### src/rtl/seq_mult16_pkg.sv
// Shared definitions for the seq_mult16 shift-add multiplier:
// state encodings, default operand width and the iteration counter width.
package seq_mult16_pkg;

  typedef enum logic [1:0] {
    ST_IDLE = 2'b00,
    ST_RUN  = 2'b01,
    ST_DONE = 2'b10
  } state_e;

  localparam int unsigned DEF_WIDTH = 16;

  // Counter must hold the value WIDTH itself, hence WIDTH+1.
  function automatic int unsigned cnt_width(input int unsigned w);
    return $clog2(w + 1);
  endfunction

endpackage

### src/rtl/seq_mult16_datapath.sv
// Shift-add datapath for seq_mult16: multiplicand, multiplier, accumulator
// and iteration counter, sequenced by load/step strobes from the top FSM.
module mult_datapath
  import seq_mult16_pkg::*;
#(
  parameter int unsigned WIDTH = DEF_WIDTH
) (
  input  logic               clk,
  input  logic               reset,
  input  logic               load_i,
  input  logic               step_i,
  input  logic [WIDTH-1:0]   a_i,
  input  logic [WIDTH-1:0]   b_i,
  output logic               last_o,
  output logic [2*WIDTH-1:0] acc_next_o
);

  localparam int unsigned CW = cnt_width(WIDTH);

  logic [2*WIDTH-1:0] mcand_q;
  logic [2*WIDTH-1:0] acc_q;
  logic [WIDTH-1:0]   mplier_q;
  logic [CW-1:0]      count_q;

  // acc_next_o is also the final product on the last iteration.
  assign acc_next_o = mplier_q[0] ? (acc_q + mcand_q) : acc_q;
  assign last_o     = (count_q == CW'(1));

  always_ff @(posedge clk or negedge reset) begin
    if (!reset) begin
      mcand_q  <= '0;
      acc_q    <= '0;
      mplier_q <= '0;
      count_q  <= '0;
    end else if (load_i) begin
      mcand_q  <= {{WIDTH{1'b0}}, a_i};
      acc_q    <= '0;
      mplier_q <= b_i;
      count_q  <= CW'(WIDTH);
    end else if (step_i) begin
      acc_q    <= acc_next_o;
      mcand_q  <= mcand_q << 1;
      mplier_q <= mplier_q >> 1;
      count_q  <= count_q - CW'(1);
    end
  end

endmodule

### src/rtl/seq_mult16.sv
// Multicycle unsigned shift-add multiplier: fixed WIDTH-iteration latency,
// one-cycle done pulse, product held until the next completion.
module seq_mult16
  import seq_mult16_pkg::*;
#(
  parameter int unsigned WIDTH = DEF_WIDTH
) (
  input  logic               clk,
  input  logic               reset,
  input  logic               start,
  input  logic [WIDTH-1:0]   a,
  input  logic [WIDTH-1:0]   b,
  output logic               busy,
  output logic               done,
  output logic [2*WIDTH-1:0] product
);

  state_e             state_q, state_d;
  logic               busy_q, done_q;
  logic [2*WIDTH-1:0] product_q;
  logic               load, step, last;
  logic [2*WIDTH-1:0] acc_next;

  mult_datapath #(.WIDTH(WIDTH)) u_dp (
    .clk        (clk),
    .reset      (reset),
    .load_i     (load),
    .step_i     (step),
    .a_i        (a),
    .b_i        (b),
    .last_o     (last),
    .acc_next_o (acc_next)
  );

  always_comb begin
    state_d = state_q;
    load    = 1'b0;
    step    = 1'b0;
    case (state_q)
      ST_IDLE: begin
        if (start) begin
          load    = 1'b1;
          state_d = ST_RUN;
        end
      end
      ST_RUN: begin
        step = 1'b1;
        if (last) state_d = ST_DONE;
      end
      ST_DONE: state_d = ST_IDLE;
      default: state_d = ST_IDLE;
    endcase
  end

  // busy/done come from flops loaded with the next state, not decoded combinationally.
  always_ff @(posedge clk or negedge reset) begin
    if (!reset) begin
      state_q   <= ST_IDLE;
      busy_q    <= 1'b0;
      done_q    <= 1'b0;
      product_q <= '0;
    end else begin
      state_q <= state_d;
      busy_q  <= (state_d == ST_RUN) || (state_d == ST_DONE);
      done_q  <= (state_d == ST_DONE);
      if (state_q == ST_RUN && last) product_q <= acc_next;
    end
  end

  assign busy    = busy_q;
  assign done    = done_q;
  assign product = product_q;

endmodule

### config.mk
export PLATFORM = sky130hd
export DESIGN_NAME = seq_mult16
export DESIGN_NICKNAME = d
export VERILOG_FILES = /design/src/rtl/seq_mult16_pkg.sv /design/src/rtl/seq_mult16_datapath.sv /design/src/rtl/seq_mult16.sv
export SDC_FILE = /design/constraint.sdc
export NUM_CORES = 1
export LEC_CHECK = 0
export ABC_AREA = 1
export CORE_ASPECT_RATIO = 0.9
export CORE_MARGIN = 2
export CORE_UTILIZATION = 25
export CTS_CLUSTER_SIZE = 14
export DETAILED_ROUTE_END_ITERATION = 8
export GPL_TIMING_DRIVEN = 0
export SETUP_SLACK_MARGIN = 0.15
export SLEW_MARGIN = 30
export SYNTH_ARGS = -nofsm -noshare
export SYNTH_HDL_FRONTEND = slang
export SYNTH_SLANG_ARGS = --single-unit
### constraint.sdc
create_clock -name clk -period 3.3 [get_ports clk]
set_input_delay 0.495 -clock clk [delete_from_list [all_inputs] [get_ports clk]]
set_output_delay 0.495 -clock clk [all_outputs]
set_load 0.03 [all_outputs]
==> flow_metrics.tcl <==
set metrics [dict create \
    status "completed" \
    routedWlPerCell_um 14.1 \
    fin_crit_ns 2.33 \
    finalSetupTns_ns 0 \
    holdWs_ns 0.477 \
    slew_headroom_pct 44.0 \
    postPlaceCellArea_um2 8720 \
    hp-class "flip-flop to flip-flop" \
    grt_pass1_vias 6701 \
    end_kind "flip-flop" \
    grt_pass1_wl_um 35200 \
    synthCells 1042 \
    cts_root_buf "clkbuf_16" \
    m1WireLength_um 11000 \
    ir_worst_vdd_v 0.000561 \
    holdPathStages 2 \
    port_buffers 68 \
    gp_congestion 0.944 \
    crit_required_ns 3.59 \
    hold_end "product[25]" \
    die_w_um 187 \
    first_iter_violations 491 \
    synth.avg_cell_area_um2 7.20 \
    clock_latency_ns 0.43 \
    max_freq_ghz 0.430 \
    worst-setup-path-type "flip-flop to flip-flop" \
    antenna_found_initial 0 \
    hp-start "product[25]" \
    setup_ws_ns 0.973 \
    drtPass1Iterations 5 \
    cap_violations 0 \
    dp.cells 1514 \
    fin_crit_sh_pct 70.5 \
    start_util_pct 25.2 \
    vias_per_cell 4.40 \
    p_leak_nw 4.84 \
    critical_path.max_fanout 4 \
    drc 0 \
    topRoutingLayerUsed "met4" \
    finalMaxSlewViolations 0 \
    dieArea_um2 31400 \
    clk_path_buf_depth 2 \
    hpwl_um 16600 \
    synth_area_leader_cell "dfrtp_1" \
    h-tree-depth 4 \
    drtAntennaViolNets 0 \
    ys_types 35 \
    synth.area.top_cells "dfrtp_1, nand2_1, inv_1, ha_1, nand3_1" \
    skew_ns 0.0161 \
    synth_top_area_share_pct 40.3 \
    final-hold-violation-count 0 \
    globalRouteOverflowTotal 0 \
    startpoint_type "flip-flop" \
    cts_tree "yes" \
    arrival_ns 2.62 \
    tightest_slew_ns 0.839 \
    nNetsFinal 1201 \
    pin_count 69 \
    drt-total-wl_um 21700 \
    area_growth_pct 24.1 \
    r2r-start "u_dp.acc_q[0]" \
    synth_warnings 0 \
    yosys_register_bits 121 \
    grt_max_degree 82 \
    core_area_um2 29700 \
    diodes 0 \
    grt_setup_unrepaired "no" \
    numCtsBuffers 17 \
    rows 60 \
    fin_area_um2 9310 \
    setup_viol 0 \
    yosysSeqAreaShare_pct 40.3 \
    clk_pin_slew_ns 0.06 \
    met3_length_um 867 \
    clock-sinks 121 \
    fin_cells 1546 \
    drive_above_1_share_pct 8.49 \
    die_y_um 168 \
    dp_slack_ns 1.02 \
    powerDensity_nw_per_um2 1180 \
    reg2reg_slack_ns 0.97 \
    grt_usage_pct 14.3 \
    reg2reg_depth 12 \
    route.met2.wl_um 9490 \
    worst_r2r_endpoint "u_dp.acc_q[20]" \
    vias 6800 \
    synth_area_um2 7510 \
    synthesis.nets 1112 \
]
[layer usage]
layer / GRT usage [%] / vias up
li1: - / 3465
met3: 2.61 / 21
met4: 4.59 / 0
met1: 20.0 / 3150
met2: 22.2 / 164
met5: 0 / -
[how the worst max path moves through the flow]
| stage | start | to | cells after the start |
|---|---|---|---|
| 2_1_floorplan | u_dp.acc_q[0] | u_dp.acc_q[8] | 9 |
| 3_3_place_gp | reset | u_dp.mplier_q[9] | 1 |
| 3_5_place_dp | u_dp.acc_q[0] | product[20] | 12 |
| 4_1_cts | u_dp.acc_q[0] | u_dp.acc_q[20] | 12 |
| 5_1_grt | u_dp.acc_q[0] | product[24] | 12 |
| 6_report | u_dp.acc_q[0] | u_dp.acc_q[20] | 12 |
[worst max-delay path: stages (launching register included)]
cell	delay, ns
dfrtp_1	0.38
ha_1	0.25
fa_1	0.48
nand3_1	0.12
nand3_1	0.16
nand3_1	0.13
nand3_2	0.12
nand2_1	0.15
nand2_1	0.06
nand2_1	0.05
nand3_1	0.11
nand3_1	0.09
o21ai_0	0.09
[per-stage QoR]
step	power (mW)	util, %
floorplan	7.20	-
global placement	8.99	29.2
detailed placement	9.09	29.3
CTS	11.0	31.3
global route	12.0	31.3
finish	11.0	31.3
[logic make-up after synthesis]
kind of cell,Yosys count,synth area share [%]
and+or+nand+nor,540,30.8
AOI/OAI and AO/OA,111,9.47
xor gates and xnor gates,15,1.75
buffers and inverters,219,11.5
muxes,1,0.150
adders and majority gates,35,5.93
DFF,121,40.3
[final cells by class]
| class | count | area (um^2) |
|---|---|---|
| repair buffers | 70 | 723 |
| fillers | 3246 | 20400 |
| well taps | 403 | 504 |
| inverters | 188 | 706 |
| clock buffers | 20 | 457 |
| multi-input cells | 702 | 3610 |
| plain buffers | 31 | 159 |
| flip-flops and latches | 121 | 3030 |
| clock inverters | 11 | 123 |
[Yosys cell counts (all sizes together)]
| cell type | number |
|---|---|
| a21o | 1 |
| a21oi | 22 |
| and2 | 1 |
| buf | 17 |
| clkbuf | 14 |
| clkinv | 1 |
| dfrtp | 121 |
| fa | 1 |
| ha | 34 |
| inv | 187 |
| mux2 | 1 |
| nand2 | 378 |
| nand3 | 96 |
| nand3b | 1 |
| nand4 | 3 |
| nor2 | 41 |
| nor3 | 3 |
| nor4 | 1 |
| o211ai | 2 |
| o21ai | 31 |
| o21bai | 3 |
| o221ai | 30 |
| o22ai | 22 |
| or2 | 16 |
| xnor2 | 9 |
| xor2 | 6 |
[layout by cell type (no fill, tap or decap), drive strengths merged]
master / synthesis / final
o21ai: 31 / 31
clkbuf: 14 / 34
or2: 16 / 16
o221ai: 30 / 30
clkinv: 1 / 5
clkdlybuf4s50: 0 / 67
a21oi: 22 / 22
nand4: 3 / 3
fa: 1 / 1
a21o: 1 / 1
o211ai: 2 / 2
dlygate4sd3: 0 / 1
nor3: 3 / 3
and2: 1 / 1
nand2: 378 / 378
nand3: 96 / 96
o22ai: 22 / 22
buf: 17 / 19
clkinvlp: 0 / 4
xnor2: 9 / 9
ha: 34 / 34
o21bai: 3 / 3
mux2: 1 / 1
nor2: 41 / 41
inv: 187 / 188
nand3b: 1 / 1
nor4: 1 / 1
bufinv: 0 / 2
xor2: 6 / 6
dfrtp: 121 / 121
[flip-flops by register name, indices dropped and copies added, names as in the netlist]
name           count
busy               1
done               1
product           32
state_q            2
u_dp.acc_q        32
u_dp.count_q       5
u_dp.mcand_q      32
u_dp.mplier_q     16
[where the power goes]
part           internal (mW)  switching, mW  total, mW
clock network           1.14          0.717       1.86
logic                   2.30           4.22       6.51
registers               2.19          0.419       2.61
total                   5.64           5.35       11.0
[what timing repair did]
action                    CTS  global route
resized for setup           0             0
hold endpoints to repair   40             0
buffers inserted            0             0
hold buffers                1             0
(Power assumes the default switching activity.)
